<file path="config.mk">
export PLATFORM = sky130hd
export DESIGN_NAME = seq_detector
export DESIGN_NICKNAME = d
export VERILOG_FILES = /design/src/rtl/seq_detector.sv
export SDC_FILE = /design/constraint.sdc
export NUM_CORES = 1
export LEC_CHECK = 0
export BUFFER_PORTS_ARGS = -buffer_cell sky130_fd_sc_hd__buf_2
export CAP_MARGIN = 20
export CORE_AREA = 8 8 45 47
export CTS_CLUSTER_DIAMETER = 40
export DETAILED_ROUTE_END_ITERATION = 12
export DIE_AREA = 0 0 53 55
export GPL_ROUTABILITY_DRIVEN = 0
export GPL_TIMING_DRIVEN = 0
export HOLD_SLACK_MARGIN = 0.06
export PLACE_DENSITY_LB_ADDON = 0.08
export SYNTH_ARGS = -nofsm -noshare
export SYNTH_HDL_FRONTEND = slang
export SYNTH_SLANG_ARGS = --single-unit
export TNS_END_PERCENT = 100
</file>
<file path="constraint.sdc">
create_clock -name clk -period 2.5 [get_ports clk]
set_input_delay 0.125 -clock clk [delete_from_list [all_inputs] [get_ports clk]]
set_output_delay 0.125 -clock clk [all_outputs]
set_load 0.03 [all_outputs]
</file>
<file path="src/rtl/seq_detector.sv">
`default_nettype none
// ---------------------------------------------------------------------------
// seq_detector : serial pattern detector with a registered match pulse.
//   Optional saturating match counter is built when SEQ_DETECTOR_COUNT_EN is defined.
//   Rev 1.0
// ---------------------------------------------------------------------------
module seq_detector #(
  parameter int                 PAT_LEN = 4,
  parameter logic [PAT_LEN-1:0] PATTERN = 4'b1011,
  parameter int                 CNT_W   = 8
) (
  input  logic                         clk,
  input  logic                         rst,
  input  logic                         xin_valid,
  input  logic                         xin,
  input  logic                         overlap,
  output logic                         yout,
  output logic [$clog2(PAT_LEN+1)-1:0] fill,
  output logic [CNT_W-1:0]             match_cnt,
  output logic                         cnt_sat
);

  localparam int             FW   = $clog2(PAT_LEN + 1);
  localparam logic [FW-1:0]  FULL = FW'(PAT_LEN);

  logic [PAT_LEN-1:0] window_q, window_d;
  logic [FW-1:0]      fill_q, fill_d;
  logic               yout_q, yout_d;
  logic [PAT_LEN-1:0] w_n;
  logic [FW-1:0]      f_n;
  logic               hit;

  // Fill qualifies the compare so an all-zero pattern cannot match a cleared window.
  always_comb begin
    w_n = {window_q[PAT_LEN-2:0], xin};
    f_n = (fill_q == FULL) ? fill_q : fill_q + 1'b1;
    hit = xin_valid && (f_n == FULL) && (w_n == PATTERN);
  end

  always_comb begin
    window_d = window_q;
    fill_d   = fill_q;
    yout_d   = 1'b0;
    if (xin_valid) begin
      yout_d = hit;
      if (hit && !overlap) begin
        window_d = '0;
        fill_d   = '0;
      end else begin
        window_d = w_n;
        fill_d   = f_n;
      end
    end
  end

  always_ff @(posedge clk) begin
    if (!rst) begin
      window_q <= '0;
      fill_q   <= '0;
      yout_q   <= 1'b0;
    end else begin
      window_q <= window_d;
      fill_q   <= fill_d;
      yout_q   <= yout_d;
    end
  end

  assign yout = yout_q;
  assign fill = fill_q;

`ifdef SEQ_DETECTOR_COUNT_EN
  logic [CNT_W-1:0] cnt_q, cnt_d;
  logic             sat_q, sat_d;

  always_comb begin
    cnt_d = cnt_q;
    if (hit && !sat_q) cnt_d = cnt_q + 1'b1;
    sat_d = &cnt_d;
  end

  always_ff @(posedge clk) begin
    if (!rst) begin
      cnt_q <= '0;
      sat_q <= 1'b0;
    end else begin
      cnt_q <= cnt_d;
      sat_q <= sat_d;
    end
  end

  assign match_cnt = cnt_q;
  assign cnt_sat   = sat_q;
`else
  assign match_cnt = '0;
  assign cnt_sat   = 1'b0;
`endif

endmodule
`default_nettype wire

</file>
Yosys cells after proc, flatten, opt, wreduce, memory -nomap -nowiden. Index checks and enable logic that the tools add are counted.

Eq/ne operators: 3. Reductions and logical operators: 5. Mux-type cells: 3. Add/sub/neg operators: 1.

Operator list (count): $mux W3 (3); $eq A3 B3 Y1 const B (2); $eq A4 B4 Y1 const B (1); $add A3 B1 Y3 const B (1); $logic_and A1 B1 Y1 (3); $reduce_and A2 Y1 (1); $logic_not A1 Y1 (1).

Word-level logic and storage cells: 15. Register bits after elaboration: 7. Input bits: 5.

Longest topological paths before layout.
Word-level depth: 7. Mapped depth: 5. Gate-level depth less buffers: 5.

Least setup slack after synthesis. OpenSTA, ideal clock, no wires.

Path kind: reg-to-reg. Start point: register fill_q[0] (netlist: fill[0]). End point: register fill_q[2] (netlist: fill[2]). Slack: 0.640 ns. Arrival: 1.717 ns. Clock period less this slack: 1.860 ns. Stages on the path, launching flop included: 6. Path buffers: 0. Cell sequence: dfxtp_1 -> inv_1 -> ha_1 -> or3b_1 -> a311oi_2 -> a2111oi_0.

Longest elaborated chain between the ends: 7. Elaborated cells on any way between the ends: 8.

RTL lines: from (decl) (RTL line 27) `logic [FW-1:0] fill_q, fill_d;`; from (signal assigned) (RTL line 63) `fill_q <= fill_d;`; $add A3 B1 Y3 / $eq A3 B3 Y1 (equally long branches) (RTL line 36) `f_n = (fill_q == FULL) ? fill_q : fill_q + 1'b1;`; $mux W3 * (RTL line 36); $eq A3 B3 Y1 (RTL line 37) `hit = xin_valid && (f_n == FULL) && (w_n == PATTERN);`; $logic_and A1 B1 Y1 (2 in series) (RTL line 37); $logic_and A1 B1 Y1 (RTL line 46) `if (hit && !overlap) begin`; $mux W3 * (RTL line 46).

Mark *: on every way between the ends. The rest lies on a longest branch, timed or not. A chain may end at the register's enable or synchronous reset.

Worst setup path in the final report. Ends and elaborated chain as after synthesis.

==> metrics.md <==
| Metric | Value |
|---|---|
| Layer with the highest usage | `met2` |
| Layout fillers | `between 100 and 150` |
| Reg-to-reg startpoint | `fill[0]` |
| Sequential power share | `0.414` |
| RSZ-0062 raised after global routing | `false` |
| Top delay family on crit path | `compound AO/OA/AOI/OAI gates` |
| Vias in the first global route | `343` |
| CTS Hold Buffers Added | `0` |
| Hold Crit Class | `in -> reg` |
| Reg2reg end | `fill[2]` |
| Final Cycle Share | `0.721` |
| Core ar. | `1380 um^2` |
| Final ANT Viol Nets | `0` |
| Routed Wire Length | `about 940 um` |
| Routed len/inst | `~11 um` |
| GR Util All Layers | `0.0717` |
| H-tree levels | `1` |
| Hold Fails Final Rpt | `0` |
| Hold Path Depth | `3` |
| Area grow syn2layout | `26.0%` |
| Row cnt | `14` |
| Num CTS Buffers | `3` |
| Clock Power Share | `0.337` |
| Hold wc startpoint | `overlap` |
| Nets | `79` |
| Hold slack | `0.187 ns` |
| Port Buffers | `8` |
| Syn. warnings | `0` |
| Die height | `55 um` |
| Worst Setup End Kind | `flip-flop` |
| TritonRoute pass-1 iters | `4` |
| Mapped cell area | `448 um^2` |
| Met1 track demand over resource | `0.0824` |
| Clk sinks | `7` |
| # IOs | `18` |
| First-pass GRT wire length | `1490 um` |
| Ratio of cells with drive above 1 in the final layout | `0.310` |
| Peak supply drop | `between 300 and 400 uV` |
| N_diodes | `0` |
| DRC Markers | `0` |
| Worst skew pair latency | `0.25 ns` |
| Leakage | `0.268 nW` |
| Post-route minimum period | `around 1.8 ns` |
| Starting Density | `0.324` |
| DIE AREA | `roughly 2900 um^2` |
| CTS tree | `done` |
| Number of setup buffers added after CTS | `0` |
| PostCTS Resize Cnt | `0` |
| Met2 usage | `0.0938` |
| Hpwl dp | `736 um` |
| Max-slew violations | `0` |
| Post-Syn Area per Cell | `8.78 um^2` |
| Via count | `about 380` |
| Clock Skew | `0.00720 ns` |
| Seq/Total Area, Yosys | `0.313` |
| GRT met3 Usage | `0.0615` |
| Power density over the cells | `544 nW/um^2` |
| Int Power | `around 0.21 mW` |
| DR vias/cell | `4.40` |
| DIE WIDTH | `53 um` |
| Crit path DAT | `1.92 ns` |
| Post-synth cell types | `26` |
| Max Fclk | `555 MHz` |
| Required @ worst endpoint | `2.62 ns` |
| Sw Ratio | `0.319` |
| Post-route worst setup slack | `0.698 ns` |
| Worst Hold End | `window_q[0]` |
| Clk pin slew, worst setup/hold paths | `approximately 0.06 ns` |
| DR iter-0 viols | `2` |
| Clock root buffer | `clkbuf_4` |
| CP startpoint kind | `flip-flop` |
| CP Max Fanout | `7` |
| Combinational share of power | `0.249` |
| Psw | `0.0978 mW` |
| Slowest cell on the critical path | `dfxtp_1` |
| WP buf/inv | `1` |
| Max Cap Violations | `0` |
| Post-route setup TNS | `0 ns` |
| Initial antenna violation count | `0` |
| Slowest stage delay, CP | `approximately 0.47 ns` |
| Max Root-Sink Buffers | `2` |
| Cell Chain, Critical Path | `inv_1 -> ha_1 -> or3b_1 -> a311oi_2 -> a2111oi_0` |
| Status | `finished, final reports clean` |
| Final setup vio count | `0` |
| Register bit total from synthesis | `7` |
| Largest net degree at the start of global routing | `11` |
| CP Class | `reg -> reg` |
| R2r setup slk | `0.70 ns` |
| Remaining global-route overflow | `0` |
| Synth Instances | `51` |
| DP Worst Slack | `around 0.69 ns` |
| R2r worst-path depth | `5` |
==> through the flow <==
step	util	instance area (um^2)	power (mW)	instances
floorplan	-	478	0.190	59
global placement	0.389	538	0.205	83
detailed placement	0.389	538	0.205	83
CTS	0.408	564	0.311	87
global route	0.408	564	0.326	87
finish	0.408	564	0.307	87
==> final cells by class <==
| type | instances | area (um^2) | area share |
|---|---|---|---|
| inverter | 3 | 11.3 | 0.0200 |
| timing repair buffer | 8 | 40.0 | 0.0710 |
| tap | 16 | 20.0 | 0.0355 |
| multi-input combinational | 39 | 254 | 0.450 |
| clock buffer | 4 | 26.3 | 0.0466 |
| buffer | 10 | 72.6 | 0.129 |
| sequential | 7 | 140 | 0.248 |
==> Yosys cell counts (all sizes together) <==
library cell,number,area share
ha,2,0.056
a21boi,1,0.017
a311oi,1,0.034
and4b,1,0.022
nand4,1,0.014
nor2,5,0.042
nor2b,1,0.014
xnor2,1,0.020
or3b,1,0.020
nand2,1,0.0084
o211ai,1,0.017
nand3b,1,0.017
a2111oi,1,0.020
nand3,2,0.022
nand4bb,1,0.025
a31oi,1,0.014
mux2i,2,0.045
dfxtp,7,0.31
a21oi,2,0.022
inv,3,0.025
buf,10,0.16
a311o,1,0.022
conb,1,0.0084
nand2b,2,0.028
o22ai,1,0.014
==> layer usage <==
layer / vias up / part of all wire
li1: 200 / -
met1: 164 / 0.46
met2: 19 / 0.40
met3: 0 / 0.13
met4: 0 / 0
met5: - / 0
==> sequential cells by signal, indices dropped and copies added, names as in the netlist <==
name / cells
yout: 1
window_q: 3
fill: 3
==> cell usage in the layout, fill, tap and decap left out <==
cell | Yosys | layout
buf_2 | 1 | 9
buf_4 | 9 | 9
conb_1 | 1 | 9
dfxtp_1 | 7 | 7
nor2_1 | 5 | 5
inv_1 | 3 | 3
clkbuf_4 | 0 | 3
mux2i_1 | 2 | 2
nand2b_1 | 2 | 2
a21oi_1 | 2 | 2
nand3_1 | 2 | 2
ha_1 | 2 | 2
or3b_1 | 1 | 1
nand4bb_1 | 1 | 1
a311oi_2 | 1 | 1
nand2_1 | 1 | 1
and4b_1 | 1 | 1
a2111oi_0 | 1 | 1
a311o_1 | 1 | 1
a21boi_0 | 1 | 1
xnor2_1 | 1 | 1
nor2b_1 | 1 | 1
a31oi_1 | 1 | 1
o22ai_1 | 1 | 1
nand3b_1 | 1 | 1
nand4_1 | 1 | 1
o211ai_1 | 1 | 1
clkbuf_1 | 0 | 1
==> logic make-up after synthesis <==
group / count (synthesis) / share of synthesized area
compound gates: 9 / 0.159
xor+xnor: 1 / 0.0196
fa+ha+maj: 2 / 0.0559
buf+inv: 13 / 0.187
flops: 7 / 0.313
mux: 2 / 0.0447
other cells: 1 / 0.00837
simple gates: 16 / 0.212
==> power by group through the flow <==
| stage | combinational, mW | sequential, mW | clock, mW |
|---|---|---|---|
| after CTS | 0.0762 | 0.127 | 0.108 |
| after global placement | 0.0761 | 0.129 | 0 |
| after floorplan | 0.0551 | 0.135 | 0 |
| after detailed placement | 0.0757 | 0.129 | 0 |
| final | 0.0765 | 0.127 | 0.103 |
| after global routing | 0.0845 | 0.128 | 0.113 |
==> how the worst max path moves through the flow <==
stage | startpoint | endpoint | slack [ns] | depth (start not counted)
2_1_floorplan | fill[0] | fill[2] | 0.64 | 5
3_3_place_gp | fill[0] | fill[2] | 0.68 | 5
3_5_place_dp | fill[0] | fill[2] | 0.69 | 5
4_1_cts | fill[0] | fill[2] | 0.69 | 5
5_1_grt | fill[0] | window_q[0] | 0.57 | 5
6_report | fill[0] | fill[2] | 0.70 | 5
==> worst register-to-register path: stages, from the launching register on <==
cell and delay (ns):
dfxtp_1 0.47, inv_1 0.08, ha_1 0.23, or3b_1 0.41, a311oi_2 0.34, a2111oi_0 0.15
Power figures use the tool's default switching activity.
